File: config.mk
export PLATFORM = sky130hd
export DESIGN_NAME = nin_router
export DESIGN_NICKNAME = d
export VERILOG_FILES = /design/src/rtl/nin_router.sv
export SDC_FILE = /design/constraint.sdc
export NUM_CORES = 1
export LEC_CHECK = 0
export CAP_MARGIN = 30
export CELL_PAD_IN_SITES_DETAIL_PLACEMENT = 1
export CELL_PAD_IN_SITES_GLOBAL_PLACEMENT = 2
export CORE_ASPECT_RATIO = 1.2
export CORE_UTILIZATION = 36
export DETAILED_ROUTE_END_ITERATION = 7
export GPL_ROUTABILITY_DRIVEN = 0
export PLACE_DENSITY_LB_ADDON = 0.1
export SETUP_SLACK_MARGIN = 0.02
export SYNTH_ARGS = -nofsm -noshare
export SYNTH_HDL_FRONTEND = slang
export SYNTH_SLANG_ARGS = --single-unit
File: constraint.sdc
create_clock -name clk -period 3.2 [get_ports clk]
set_input_delay 0.64 -clock clk [delete_from_list [all_inputs] [get_ports clk]]
set_output_delay 0.64 -clock clk [all_outputs]
set_load 0.1 [all_outputs]
File: src/rtl/nin_router.sv
// ----------------------------------------------------------------------------
// nin_router
//
// Parametrised N-input, single-output, two-class flit router. Incoming flits
// are classified by their 3-bit head field: a head equal to PRIO_HEAD goes to
// the priority FIFO, every other head goes to the regular FIFO. Each class has
// its own round-robin write arbiter, so one priority and one regular flit can
// be accepted in the same cycle from different ports. A registered output
// stage drains the FIFOs with strict priority, except that after STARVE_MAX
// consecutive priority loads while regular traffic waits, one regular flit is
// forced through (STARVE_MAX = 0 disables this and gives pure strict priority).
//
// Ports
//   clk           rising-edge clock
//   reset         asynchronous, active-low reset
//   input_data    NUM_IN flits, port i at [i*DATA_W +: DATA_W]
//   input_req     per-port flit valid
//   input_bussy   per-port "not accepted this cycle" (combinational)
//   output_data   registered output flit
//   output_req    output_data valid
//   output_bussy  downstream cannot accept
//   prio_level    priority FIFO occupancy
//   reg_level     regular FIFO occupancy
// ----------------------------------------------------------------------------
module nin_router #(
    parameter int         NUM_IN     = 3,
    parameter int         DATA_W     = 16,
    parameter int         FIFO_DEPTH = 4,
    parameter logic [2:0] PRIO_HEAD  = 3'b001,
    parameter int         STARVE_MAX = 4
) (
    input  logic                                clk,
    input  logic                                reset,
    input  logic [NUM_IN*DATA_W-1:0]            input_data,
    input  logic [NUM_IN-1:0]                   input_req,
    output logic [NUM_IN-1:0]                   input_bussy,
    output logic [DATA_W-1:0]                   output_data,
    output logic                                output_req,
    input  logic                                output_bussy,
    output logic [$clog2(FIFO_DEPTH+1)-1:0]     prio_level,
    output logic [$clog2(FIFO_DEPTH+1)-1:0]     reg_level
);

    localparam int IDX_W = $clog2(NUM_IN);
    localparam int PTR_W = $clog2(FIFO_DEPTH);
    localparam int LVL_W = $clog2(FIFO_DEPTH+1);
    localparam int CNT_W = (STARVE_MAX > 0) ? $clog2(STARVE_MAX+1) : 1;

    localparam logic [LVL_W-1:0]  LVL_FULL   = LVL_W'(FIFO_DEPTH);
    localparam logic [CNT_W-1:0]  STARVE_LIM = CNT_W'(STARVE_MAX);
    localparam logic              STARVE_EN  = (STARVE_MAX > 0);
    localparam logic [IDX_W-1:0]  LAST_PORT  = IDX_W'(NUM_IN-1);
    localparam logic [NUM_IN-1:0] ONE_HOT    = NUM_IN'(1);

    // ------------------------------------------------------------------------
    // Round-robin search: first set bit of cand at or after ptr, wrapping.
    // Returns {found, index}.
    // ------------------------------------------------------------------------
    function automatic logic [IDX_W:0] rrPick(input logic [NUM_IN-1:0] cand,
                                              input logic [IDX_W-1:0]  ptr);
        logic              found;
        logic [IDX_W-1:0]  sel;
        logic [NUM_IN-1:0] shifted;
        int                idx;
        found = 1'b0;
        sel   = '0;
        for (int k = 0; k < NUM_IN; k++) begin
            idx = int'(ptr) + k;
            if (idx >= NUM_IN) begin
                idx = idx - NUM_IN;
            end
            shifted = cand >> idx;
            if (!found && shifted[0]) begin
                found = 1'b1;
                sel   = IDX_W'(idx);
            end
        end
        return {found, sel};
    endfunction

    // ------------------------------------------------------------------------
    // State
    // ------------------------------------------------------------------------
    logic [DATA_W-1:0] r_prioMem [FIFO_DEPTH];
    logic [DATA_W-1:0] r_regMem  [FIFO_DEPTH];
    logic [PTR_W-1:0]  r_prioWr, r_prioRd, r_regWr, r_regRd;
    logic [LVL_W-1:0]  r_prioLvl, r_regLvl;
    logic [IDX_W-1:0]  r_prioRr, r_regRr;
    logic [CNT_W-1:0]  r_starveCnt;
    logic [DATA_W-1:0] r_outData;
    logic              r_outReq;

    // ------------------------------------------------------------------------
    // Combinational signals
    // ------------------------------------------------------------------------
    logic [NUM_IN-1:0] w_prioCand, w_regCand;
    logic [IDX_W:0]    w_prioPick, w_regPick;
    logic [IDX_W-1:0]  w_prioIdx, w_regIdx;
    logic              w_prioFull, w_regFull, w_prioEmpty, w_regEmpty;
    logic              w_prioWrEn, w_regWrEn;
    logic [NUM_IN-1:0] w_prioGrant, w_regGrant;
    logic [DATA_W-1:0] w_prioWrData, w_regWrData;
    logic              w_slotFree, w_regSel, w_prioSel;

    // Split requesting ports into the two classes by head field.
    always_comb begin
        w_prioCand = '0;
        w_regCand  = '0;
        for (int i = 0; i < NUM_IN; i++) begin
            if (input_req[i]) begin
                if (input_data[i*DATA_W + DATA_W - 3 +: 3] == PRIO_HEAD) begin
                    w_prioCand[i] = 1'b1;
                end else begin
                    w_regCand[i] = 1'b1;
                end
            end
        end
    end

    assign w_prioFull  = (r_prioLvl == LVL_FULL);
    assign w_regFull   = (r_regLvl  == LVL_FULL);
    assign w_prioEmpty = (r_prioLvl == '0);
    assign w_regEmpty  = (r_regLvl  == '0);

    assign w_prioPick = rrPick(w_prioCand, r_prioRr);
    assign w_regPick  = rrPick(w_regCand,  r_regRr);
    assign w_prioIdx  = w_prioPick[IDX_W-1:0];
    assign w_regIdx   = w_regPick[IDX_W-1:0];

    // A full FIFO refuses writes even if it is popped in the same cycle;
    // this keeps the full flag purely registered and off the output path.
    assign w_prioWrEn = w_prioPick[IDX_W] && !w_prioFull;
    assign w_regWrEn  = w_regPick[IDX_W]  && !w_regFull;

    assign w_prioGrant = w_prioWrEn ? (ONE_HOT << w_prioIdx) : '0;
    assign w_regGrant  = w_regWrEn  ? (ONE_HOT << w_regIdx)  : '0;

    // Held all-busy while reset is asserted, independent of the clock.
    assign input_bussy = reset ? ~(w_prioGrant | w_regGrant) : '1;

    // Select the granted port's flit for each class.
    always_comb begin
        w_prioWrData = '0;
        w_regWrData  = '0;
        for (int i = 0; i < NUM_IN; i++) begin
            if (w_prioGrant[i]) begin
                w_prioWrData = input_data[i*DATA_W +: DATA_W];
            end
            if (w_regGrant[i]) begin
                w_regWrData = input_data[i*DATA_W +: DATA_W];
            end
        end
    end

    // Output slot is free when empty or being taken by downstream this edge.
    // Regular wins only when priority is empty or the starvation limit hit.
    assign w_slotFree = !r_outReq || !output_bussy;
    assign w_regSel   = w_slotFree && !w_regEmpty &&
                        (w_prioEmpty || (STARVE_EN && (r_starveCnt == STARVE_LIM)));
    assign w_prioSel  = w_slotFree && !w_regSel && !w_prioEmpty;

    // ------------------------------------------------------------------------
    // FIFO storage (no reset needed; validity is tracked by the pointers)
    // ------------------------------------------------------------------------
    always_ff @(posedge clk) begin
        if (w_prioWrEn) begin
            r_prioMem[r_prioWr] <= w_prioWrData;
        end
        if (w_regWrEn) begin
            r_regMem[r_regWr] <= w_regWrData;
        end
    end

    // ------------------------------------------------------------------------
    // Priority FIFO pointers, level and round-robin pointer
    // ------------------------------------------------------------------------
    always_ff @(posedge clk or negedge reset) begin
        if (!reset) begin
            r_prioWr  <= '0;
            r_prioRd  <= '0;
            r_prioLvl <= '0;
            r_prioRr  <= '0;
        end else begin
            if (w_prioWrEn) begin
                r_prioWr <= r_prioWr + PTR_W'(1);
                r_prioRr <= (w_prioIdx == LAST_PORT) ? '0 : w_prioIdx + IDX_W'(1);
            end
            if (w_prioSel) begin
                r_prioRd <= r_prioRd + PTR_W'(1);
            end
            if (w_prioWrEn && !w_prioSel) begin
                r_prioLvl <= r_prioLvl + LVL_W'(1);
            end else if (!w_prioWrEn && w_prioSel) begin
                r_prioLvl <= r_prioLvl - LVL_W'(1);
            end
        end
    end

    // ------------------------------------------------------------------------
    // Regular FIFO pointers, level and round-robin pointer
    // ------------------------------------------------------------------------
    always_ff @(posedge clk or negedge reset) begin
        if (!reset) begin
            r_regWr  <= '0;
            r_regRd  <= '0;
            r_regLvl <= '0;
            r_regRr  <= '0;
        end else begin
            if (w_regWrEn) begin
                r_regWr <= r_regWr + PTR_W'(1);
                r_regRr <= (w_regIdx == LAST_PORT) ? '0 : w_regIdx + IDX_W'(1);
            end
            if (w_regSel) begin
                r_regRd <= r_regRd + PTR_W'(1);
            end
            if (w_regWrEn && !w_regSel) begin
                r_regLvl <= r_regLvl + LVL_W'(1);
            end else if (!w_regWrEn && w_regSel) begin
                r_regLvl <= r_regLvl - LVL_W'(1);
            end
        end
    end

    // ------------------------------------------------------------------------
    // Output register and starvation counter
    // ------------------------------------------------------------------------
    always_ff @(posedge clk or negedge reset) begin
        if (!reset) begin
            r_outReq    <= 1'b0;
            r_outData   <= '0;
            r_starveCnt <= '0;
        end else begin
            if (w_slotFree) begin
                if (w_regSel) begin
                    r_outReq  <= 1'b1;
                    r_outData <= r_regMem[r_regRd];
                end else if (w_prioSel) begin
                    r_outReq  <= 1'b1;
                    r_outData <= r_prioMem[r_prioRd];
                end else begin
                    r_outReq  <= 1'b0;
                end
            end
            // Counts priority loads only while regular traffic is waiting;
            // stops at the limit rather than wrapping.
            if (w_regEmpty || w_regSel) begin
                r_starveCnt <= '0;
            end else if (w_prioSel && (r_starveCnt != STARVE_LIM)) begin
                r_starveCnt <= r_starveCnt + CNT_W'(1);
            end
        end
    end

    assign output_req  = r_outReq;
    assign output_data = r_outData;
    assign prio_level  = r_prioLvl;
    assign reg_level   = r_regLvl;

endmodule

-- Yosys cells after proc, flatten, opt, wreduce, memory -nomap -nowiden
Memory sizes are Yosys's and may differ from the RTL's.
Cells that the tools add are included.
Widths: inputs -> output; s select.
- add/sub/neg operators: 21
- $lt $le $gt $ge: 6
- equality and inequality tests: 9
- shifts and indexed selects: 8
- muxes and demuxes: 55
- bitwise gates (word level): 2
- reduce and logical (&&, ||, !) cells: 39
- operator list (operator ; number):
    $mux 32 ; 6
    $shr 3x32->1 ; 6
    $mux 16 ; 8
    $mux 3 ; 9
    $mux 1 ; 24
    $mux 2 ; 8
    $sub 3x2->4 const B ; 4
    $logic_and 1x1->1 ; 15
    $logic_not 1->1 ; 14
    $add 2x1->2 const B ; 6
    $ge 3x2->1 const B ; 4
    $add 3x1->3 const B ; 3
    $eq 3x1->1 const B ; 3
    $eq 3x3->1 const B ; 3
    $reduce_bool 2->1 ; 4
    $add 2x1->3 const B ; 2
    $add 2x2->3 const B ; 2
    $logic_not 3->1 ; 2
    $shl 1x2->3 const A ; 2
    $sub 2x2->3 const B ; 2
    $sub 3x1->3 const B ; 2
    $eq 2x2->1 const B ; 2
    $ge 2x2->1 const B ; 2
    $logic_or 1x1->1 ; 3
    4 further kinds ; 4
- bits in registers: 38
- RAM bits: 128
- bits of input ports: 54
- output and inout port bits: 26
- word-level logic and storage cells: 153
- memories kept: 2
- memories (name ; depth ; bits a word ; rd ports ; clocked after Yosys merged registers in ; write ports ; RTL line ; RTL):
    r_prioMem ; 4 ; 16 ; 1 ; 0 ; 1 ; 84 ; logic [DATA_W-1:0] r_prioMem [FIFO_DEPTH];
    r_regMem ; 4 ; 16 ; 1 ; 0 ; 1 ; 85 ; logic [DATA_W-1:0] r_regMem [FIFO_DEPTH];

-- Logic depth before layout (Yosys ltp)
Gate-level depths: netlist of the first run.
- word-level depth: 16
- depth in mapped cells: 15
- depth with buffers taken out: 12

-- Least setup slack after synthesis of the first run
No wires, ideal clock.
- path type: input-to-output
- from: input port input_data[46]
- to: output port input_bussy[1]
- arrival: 4070 ps
- required time: 2560 ps
- path slack: -1510 ps
- stages: 6
- path buffers: 0
- cell sequence: or3b_1 > and4_1 > o21a_1 > o31ai_2 > a211oi_1 > o21ai_0
- cells in the longest elaborated chain, start to end: 16
- elaborated cells between the ends (all ways): 40
- classes of those cells: 1 x eq/ne; 8 x shift; 19 x mux; 2 x bitwise; 10 x reduce/logical
- RTL lines (item ; RTL line ; RTL):
    start, declared ; 34 ; input logic [NUM_IN*DATA_W-1:0] input_data,
    $eq 3x1->1 * ; 111 ; if (input_data[i*DATA_W + DATA_W - 3 +: 3] == PRIO_HEAD) begin
    $mux 1 ; 111 ;
    $mux 1 ; 110 ; if (input_req[i]) begin
    $shr 3x32->1 ; 72 ; shifted = cand >> idx;
    $mux 1 ; 73 ; if (!found && shifted[0]) begin
    $logic_not 1->1 ; 73 ;
    $logic_and 1x1->1 ; 73 ;
    $mux 1 ; 73 ;
    $logic_not 1->1 ; 73 ;
    $logic_and 1x1->1 ; 73 ;
    $mux 2 / $mux 1 (equally long branches) ; 73 ;
    $shl 1x2->3 (tied with other cells) ; 135 ; assign w_prioGrant = w_prioWrEn ? (ONE_HOT << w_prioIdx) : '0;
    $mux 3, on equally long branches ; 135, 136 ;
    $or 3x3->3 * ; 139 ; assign input_bussy = reset ? ~(w_prioGrant | w_regGrant) : '1;
    $not 3->3 * ; 139 ;
    $mux 3 * ; 139 ;
    end, declared ; 36 ; output logic [NUM_IN-1:0] input_bussy,
Every way passes the cells marked *; elsewhere a longest branch is shown, timed or not.

-- Final worst setup path of the first run
- from: register r_prioRr[0]
- to: output port input_bussy[0]
- cells in the longest elaborated chain, start to end: 15
- elaborated cells between the ends (all ways): 30
- classes of those cells: 5 x add/sub; 3 x order compare; 4 x shift; 11 x mux; 2 x bitwise; 5 x reduce/logical
- RTL lines (item ; RTL line ; RTL):
    start, declared ; 88 ; logic [IDX_W-1:0] r_prioRr, r_regRr;
    start signal, assigned ; 186 ; r_prioRr <= (w_prioIdx == LAST_PORT) ? '0 : w_prioIdx + IDX_W'(1);
    branches (longest 11 deep; another with $sub 3x2->4) ; - ;
    $mux 3 * ; 135 ;
    $or 3x3->3 * ; 139 ;
    $not 3->3 * ; 139 ;
    $mux 3 * ; 139 ;
Every way passes the cells marked *.

==> impl_metrics.env, run 1 <==
export IMPL_maxCapViolCount=0
export IMPL_first_global_vias=7041
export IMPL_hold_viol=0
export IMPL_final_fill_count=2401
export IMPL_post_route_period_util_pct=106
export IMPL_detail_route_antenna_nets=0
export IMPL_synthTopCellsByArea="edfxtp_1 (46%), dfrtp_1 (11%), mux4_2 (8.5%), ha_1 (3.0%), a211oi_1 (2.8%)"
export IMPL_hpwl_um=19500
export IMPL_fmax_ghz=0.295
export IMPL_dr_pass1_iters=5
export IMPL_cts_tree="done"
export IMPL_syn_area_sq_um=8430
export IMPL_dieArea_sq_um=24000
export IMPL_status="complete, but fails checks"
export IMPL_max_stage_delay_ns=0.45
export IMPL_port_buffers=79
export IMPL_die_width_um=142
export IMPL_rsz0062_at_grt="true"
export IMPL_grt_overflow=0
export IMPL_design_core_area_sq_um=23000
export IMPL_cp_start_kind="register"
export IMPL_tightest_slew_ns=0.900
export IMPL_fin_crit_ns=3.39
export IMPL_dp_cells=1117
export IMPL_grt_pass1_wl_um=41700
export IMPL_report_final_slew_viol_count=0
export IMPL_whs_ns=0.125
export IMPL_synth_compound_gate_area_share_pct=13.9
export IMPL_cts_max_path_buffers=2
export IMPL_ios=80
export IMPL_slowest_stage="dfrtp_2"
export IMPL_postLayoutCellArea_sq_um=11600
export IMPL_drive_above_1_share_pct=37.7
export IMPL_vias_per_cell=5.48
export IMPL_cp_top_family="compound AO/OA/AOI/OAI gates"
export IMPL_critPathBufInv=2
export IMPL_path_max_fanout=7
export IMPL_fin_ws_ns=-0.193
export IMPL_yosys_area_share_simple_pct=12.2
export IMPL_clock_root_buffer="clkbuf_16"
export IMPL_postLayoutCoreUtil_pct=50.4
export IMPL_arrival_ns=2.75
export IMPL_final_net_count=928
export IMPL_htreeDepth=4
export IMPL_track_usage_pct=23.7
export IMPL_drt_wl_total_um=27600
export IMPL_clk_latency_ns=0.43
export IMPL_cp_end_kind="primary output"
export IMPL_cp_cell_sequence="inv_4 > ha_4 > and2_4 > a22o_1 > o21a_2 > nor4b_4 > o2111a_1 > a31oi_4 > buf_12"
export IMPL_placed_area_sq_um=10400
export IMPL_cts_made_buffers=17
export IMPL_postSynthAreaPerCell_sq_um=13.0
export IMPL_yosys_area_share_adder_pct=3.44
export IMPL_path_class="register to primary output"
export IMPL_worst_hold_path_type="input port to asynchronous set/reset pin"
export IMPL_required_ns=2.56
export IMPL_start_util_pct=36.6
export IMPL_grt_max_degree=36
export IMPL_drc_errors=0
export IMPL_synth_xor_area_share_pct=0.935
export IMPL_fin_cells=1180
export IMPL_antenna_found_initial=0
export IMPL_vias=6467
export IMPL_ys_warn_count=0
export IMPL_ys_ff_latch=166
export IMPL_yosysTopAreaCell="edfxtp_1"
export IMPL_yosysSeqAreaShare_pct=56.9
export IMPL_finalSetupViolCount=3
export IMPL_synthDistinctLibCells=80
export IMPL_drt_initial_drc_count=318
export IMPL_synth_edf_count=128
export IMPL_post_drt_wl_per_cell_um=23.4
export IMPL_failed_checks="negative setup slack"
export IMPL_synth_mux_area_share_pct=9.30
export IMPL_syn_inst=650
export IMPL_maxSlewHeadroom_pct=40.0
export IMPL_fp_dieH_um=170
export IMPL_clkSlewWorstSetupHoldPaths_ns=0.07
export IMPL_synthToLayoutAreaGrowth_pct=37.8
export IMPL_async_flop_share_pct=22.9
export IMPL_synth_top_family_by_area="compound AO/OA/AOI/OAI gates"
export IMPL_cts_sinks=166
export IMPL_finClkSkew_ns=0.0137
export IMPL_synth_ff_type="edfxtp_1"
export IMPL_rows=61
export IMPL_antennaDiodeCount=0
export IMPL_yosys_area_top_type_share_pct=45.6
## logic make-up (layout without fill, tap and decap cells)
logic type	after synthesis	after routing
adder cells (fa/ha/maj)	22	22
multiplexers	38	38
XOR/XNOR	9	9
AND/OR/NAND/NOR	192	193
other	1	8
buffers and inverters	63	270
AO/OA/AOI/OAI	159	159
flip-flops	166	166
## final cells by class
cell class                      instances  area (sq um)  share of cell area [%]
Clock inverter                         15           151                    1.30
Timing Repair Buffer                  218          1940                    16.7
Multi-Input combinational cell        429          3820                    32.9
Tap cell                              315           394                    3.39
Sequential cell                       166          4800                    41.4
Clock buffer                           17           425                    3.66
Inverter                               20          80.1                   0.689
## Yosys cell counts, types with 13 or more instances
| library cell | count |
|---|---|
| a211oi_1 | 32 |
| a311oi_1 | 16 |
| a31oi_1 | 17 |
| and2_1 | 13 |
| buf_2 | 19 |
| clkbuf_1 | 17 |
| dfrtp_1 | 38 |
| edfxtp_1 | 128 |
| ha_1 | 20 |
| inv_1 | 19 |
| mux4_2 | 32 |
| nand2_1 | 53 |
| nand3_1 | 23 |
| nor2_1 | 40 |
| nor4_1 | 14 |
| o21ai_0 | 40 |
## through the flow
step	setup WS, ns	TNS [ns]
6_report	-0.193	-0.508
5_1_grt	-0.277	-0.826
4_1_cts	-0.182	-0.528
3_5_place_dp	-0.592	-68.27
3_3_place_gp	-0.437	-46.99
2_1_floorplan	-0.0207	-0.0309
## layout by cell type, fill, tap and decap left out, drive strengths merged, types with 12 or more instances in the layout
cell	n
buf	166
edfxtp	128
nand2	54
o21ai	45
clkdlybuf4s50	40
nor2	40
dfrtp	38
a211oi	33
mux4	32
inv	29
nand3	23
ha	20
clkbuf	17
a31oi	17
a311oi	17
nor4	14
and2	13
dlygate4sd2	12
## layer usage
layer / GRT usage, % / share of wire (%) / wire (um)
met1: 29.0 / 42 / 11600
met2: 43.6 / 54 / 14800
met3: 3.02 / 2.4 / 662
met4: 6.73 / 1.6 / 455
met5: 0 / 0 / 0
## state kept, by name, indices dropped and copies added (netlist names)
register and flops:
r_prioMem 64, r_regMem 64, output_data 16, prio_level 3, r_starveCnt 3, reg_level 3, r_prioRd 2, r_prioRr 2
r_prioWr 2, r_regRd 2, r_regRr 2, r_regWr 2, output_req 1
## worst paths after layout
check                            start              to  slack (ns)  cells past startpoint
min reg2reg                r_prioRd[0]     r_prioRd[0]        0.53                      1
max                        r_prioRr[0]  input_bussy[0]       -0.19                      9
max in group asynchronous        reset      output_req        2.18                      2
min in group clk           r_prioRd[0]     r_prioRd[0]        0.53                      1
min                              reset     r_prioRr[1]        0.12                      1
max reg2reg                 r_regRr[0]    reg_level[2]        0.01                     14
## what timing repair did
action                                  CTS  global route
resized for setup                        64            34
gates cloned                              0             1
setup buffers                            20            12
pin swaps                                26            10
endpoints found under the setup margin   63            68
hold buffers                              0             0
Power of run 1 is left out: the tool's default activity adds up to more than one toggle a clock period on the data nets, which glitch-free logic cannot reach.
==> inputs of run 2 (changes only) <==
--- a/config.mk
+++ b/config.mk
@@ -8,8 +8,8 @@
 export CAP_MARGIN = 30
 export CELL_PAD_IN_SITES_DETAIL_PLACEMENT = 1
 export CELL_PAD_IN_SITES_GLOBAL_PLACEMENT = 2
-export CORE_ASPECT_RATIO = 1.2
 export CORE_UTILIZATION = 36
+export CTS_CLUSTER_DIAMETER = 120
 export DETAILED_ROUTE_END_ITERATION = 7
 export GPL_ROUTABILITY_DRIVEN = 0
 export PLACE_DENSITY_LB_ADDON = 0.1
==> run 2 against run 1 <==
The run still ends with negative setup slack left; global-route usage shrank 1.4 points; first-iteration DRC count is 69% higher; highest routed layer unchanged; critical endpoint is now r_regRr[1]; design area decreased by 0.14%; largest cell class unchanged; setup slack better by 0.013 ns; die area is essentially flat; non-clock buffer count grew 8; critical path depth up 10.
==> impl_metrics.env, run 2 (synthesis results as in run 1) <==
export IMPL_cp_cell_sequence="buf_4 > ha_4 > buf_6 > nand2_2 > a32o_2 > o31ai_4 > a211oi_2 > buf_4 > buf_4 > buf_4 > buf_4 > buf_4 > buf_4 > buf_4 > buf_4 > buf_4 > buf_4 > buf_4 > a21o_1"
export IMPL_final_fill_count=2356
export IMPL_clk_latency_ns=0.43
export IMPL_design_core_area_sq_um=22800
export IMPL_detail_route_antenna_nets=0
export IMPL_cts_hold_buffers=0
export IMPL_max_stage_delay_ns=0.43
export IMPL_drive_above_1_share_pct=37.0
export IMPL_reg2reg_slack_ns=-0.18
export IMPL_fmax_ghz=0.296
export IMPL_rows=55
export IMPL_die_width_um=155
export IMPL_cpMostUsedCell="buf_4"
export IMPL_arrival_ns=3.71
export IMPL_tns_ns=-0.649
export IMPL_fp_dieH_um=155
export IMPL_post_route_period_util_pct=106
export IMPL_status="complete, but fails checks"
export IMPL_antennaDiodeCount=0
export IMPL_failed_checks="negative setup slack"
export IMPL_rsz0062_at_grt="true"
export IMPL_final_cell_mix="buf_4 (153), edfxtp_1 (128), nand2_1 (51)"
export IMPL_slowest_stage="dfrtp_2"
export IMPL_grt_overflow=0
export IMPL_hold_viol=0
export IMPL_track_usage_pct=22.4
export IMPL_path_class="register to register"
export IMPL_multi_input_area_sq_um=3730
export IMPL_start_util_pct=37.0
export IMPL_r2r_cells=19
export IMPL_drt_wl_total_um=25700
export IMPL_vias=6475
export IMPL_tightest_slew_ns=0.877
export IMPL_fin_crit_ns=3.38
export IMPL_antenna_found_initial=0
export IMPL_cts_sinks=166
export IMPL_cp_start_kind="register"
export IMPL_hpwl_um=18500
export IMPL_synthToLayoutAreaGrowth_pct=37.6
export IMPL_cts_max_path_buffers=2
export IMPL_final_net_count=935
export IMPL_post_drt_wl_per_cell_um=21.7
export IMPL_ios=80
export IMPL_htreeDepth=4
export IMPL_finalSetupViolCount=5
export IMPL_drt_initial_drc_count=538
export IMPL_finClkSkew_ns=0.0202
export IMPL_dr_pass1_iters=5
export IMPL_reg2reg_from="r_regRr[1]"
export IMPL_startpoint="r_regRr[1]"
export IMPL_clock_root_buffer="clkbuf_16"
export IMPL_vias_per_cell=5.46
export IMPL_maxCapViolCount=0
export IMPL_final_common_cell="buf_4"
export IMPL_maxSlewHeadroom_pct=41.5
export IMPL_path_max_fanout=8
export IMPL_grt_pass1_wl_um=40000
export IMPL_clkSlewWorstSetupHoldPaths_ns=0.07
export IMPL_grt_max_degree=33
export IMPL_fin_ws_ns=-0.181
export IMPL_cp_end_kind="register"
export IMPL_cts_tree="done"
export IMPL_seqCellArea_sq_um=4800
export IMPL_cts_made_buffers=17
export IMPL_drc_errors=0
export IMPL_dieArea_sq_um=24000
export IMPL_required_ns=3.53
export IMPL_first_global_vias=6892
export IMPL_report_final_slew_viol_count=0
export IMPL_worst_hold_path_type="input port to asynchronous set/reset pin"
export IMPL_port_buffers=79
==> run 2: metal layers <==
layer	GRT usage, %	share of wire (%)	vias up
met5	0	0	-
met4	4.81	0.77	0
met3	3.76	3.6	15
met2	38.6	51	155
met1	29.5	45	3352
li1	-	-	2953
==> run 2: worst max-delay path: cells and delay by family, from the launching register on <==
kind / cells / cell delay [ns]
simple gates: 1 / 0.06
buf+inv: 13 / 1.65
compound gates: 4 / 0.95
fa+ha+maj: 1 / 0.19
flops: 1 / 0.43
==> run 2: cell type report <==
| type | instances | area share [%] |
|---|---|---|
| flip-flops and latches | 166 | 41.4 |
| well taps | 313 | 3.38 |
| clock buffers | 18 | 3.70 |
| multi-input cells | 428 | 32.1 |
| clock inverters | 14 | 1.48 |
| repair buffers | 226 | 17.2 |
| inverters | 20 | 0.733 |
==> run 2: what timing repair did <==
action                     4_1_cts  5_1_grt
setup endpoints to repair       57       26
pin swaps                       27       10
gates resized for setup         68       17
buffers inserted                33        5
==> run 2: per-stage QoR <==
| stage | hold WS (ns) | util, % | cell area, sq um | setup WS [ns] | instances |
|---|---|---|---|---|---|
| 2_1_floorplan | 0.344 | - | 8550 | -0.0207 | 657 |
| 3_3_place_gp | 0.516 | 45.8 | 10400 | -0.519 | 1116 |
| 3_5_place_dp | 0.549 | 45.8 | 10400 | -0.595 | 1116 |
| 4_1_cts | 0.176 | 50.4 | 11500 | -0.191 | 1180 |
| 5_1_grt | 0.187 | 50.9 | 11600 | -0.277 | 1185 |
| 6_report | 0.173 | 50.9 | 11600 | -0.181 | 1185 |
==> run 2: final timing paths <==
path                              endpoint
worst max-delay path            r_regRr[1]
worst min-delay path            r_regRr[0]
worst max register to register  r_regRr[1]
worst min register to register  r_regWr[0]
max in group asynchronous       output_req
min in group clk                r_regWr[0]
Power of run 2 is left out for the same reason.
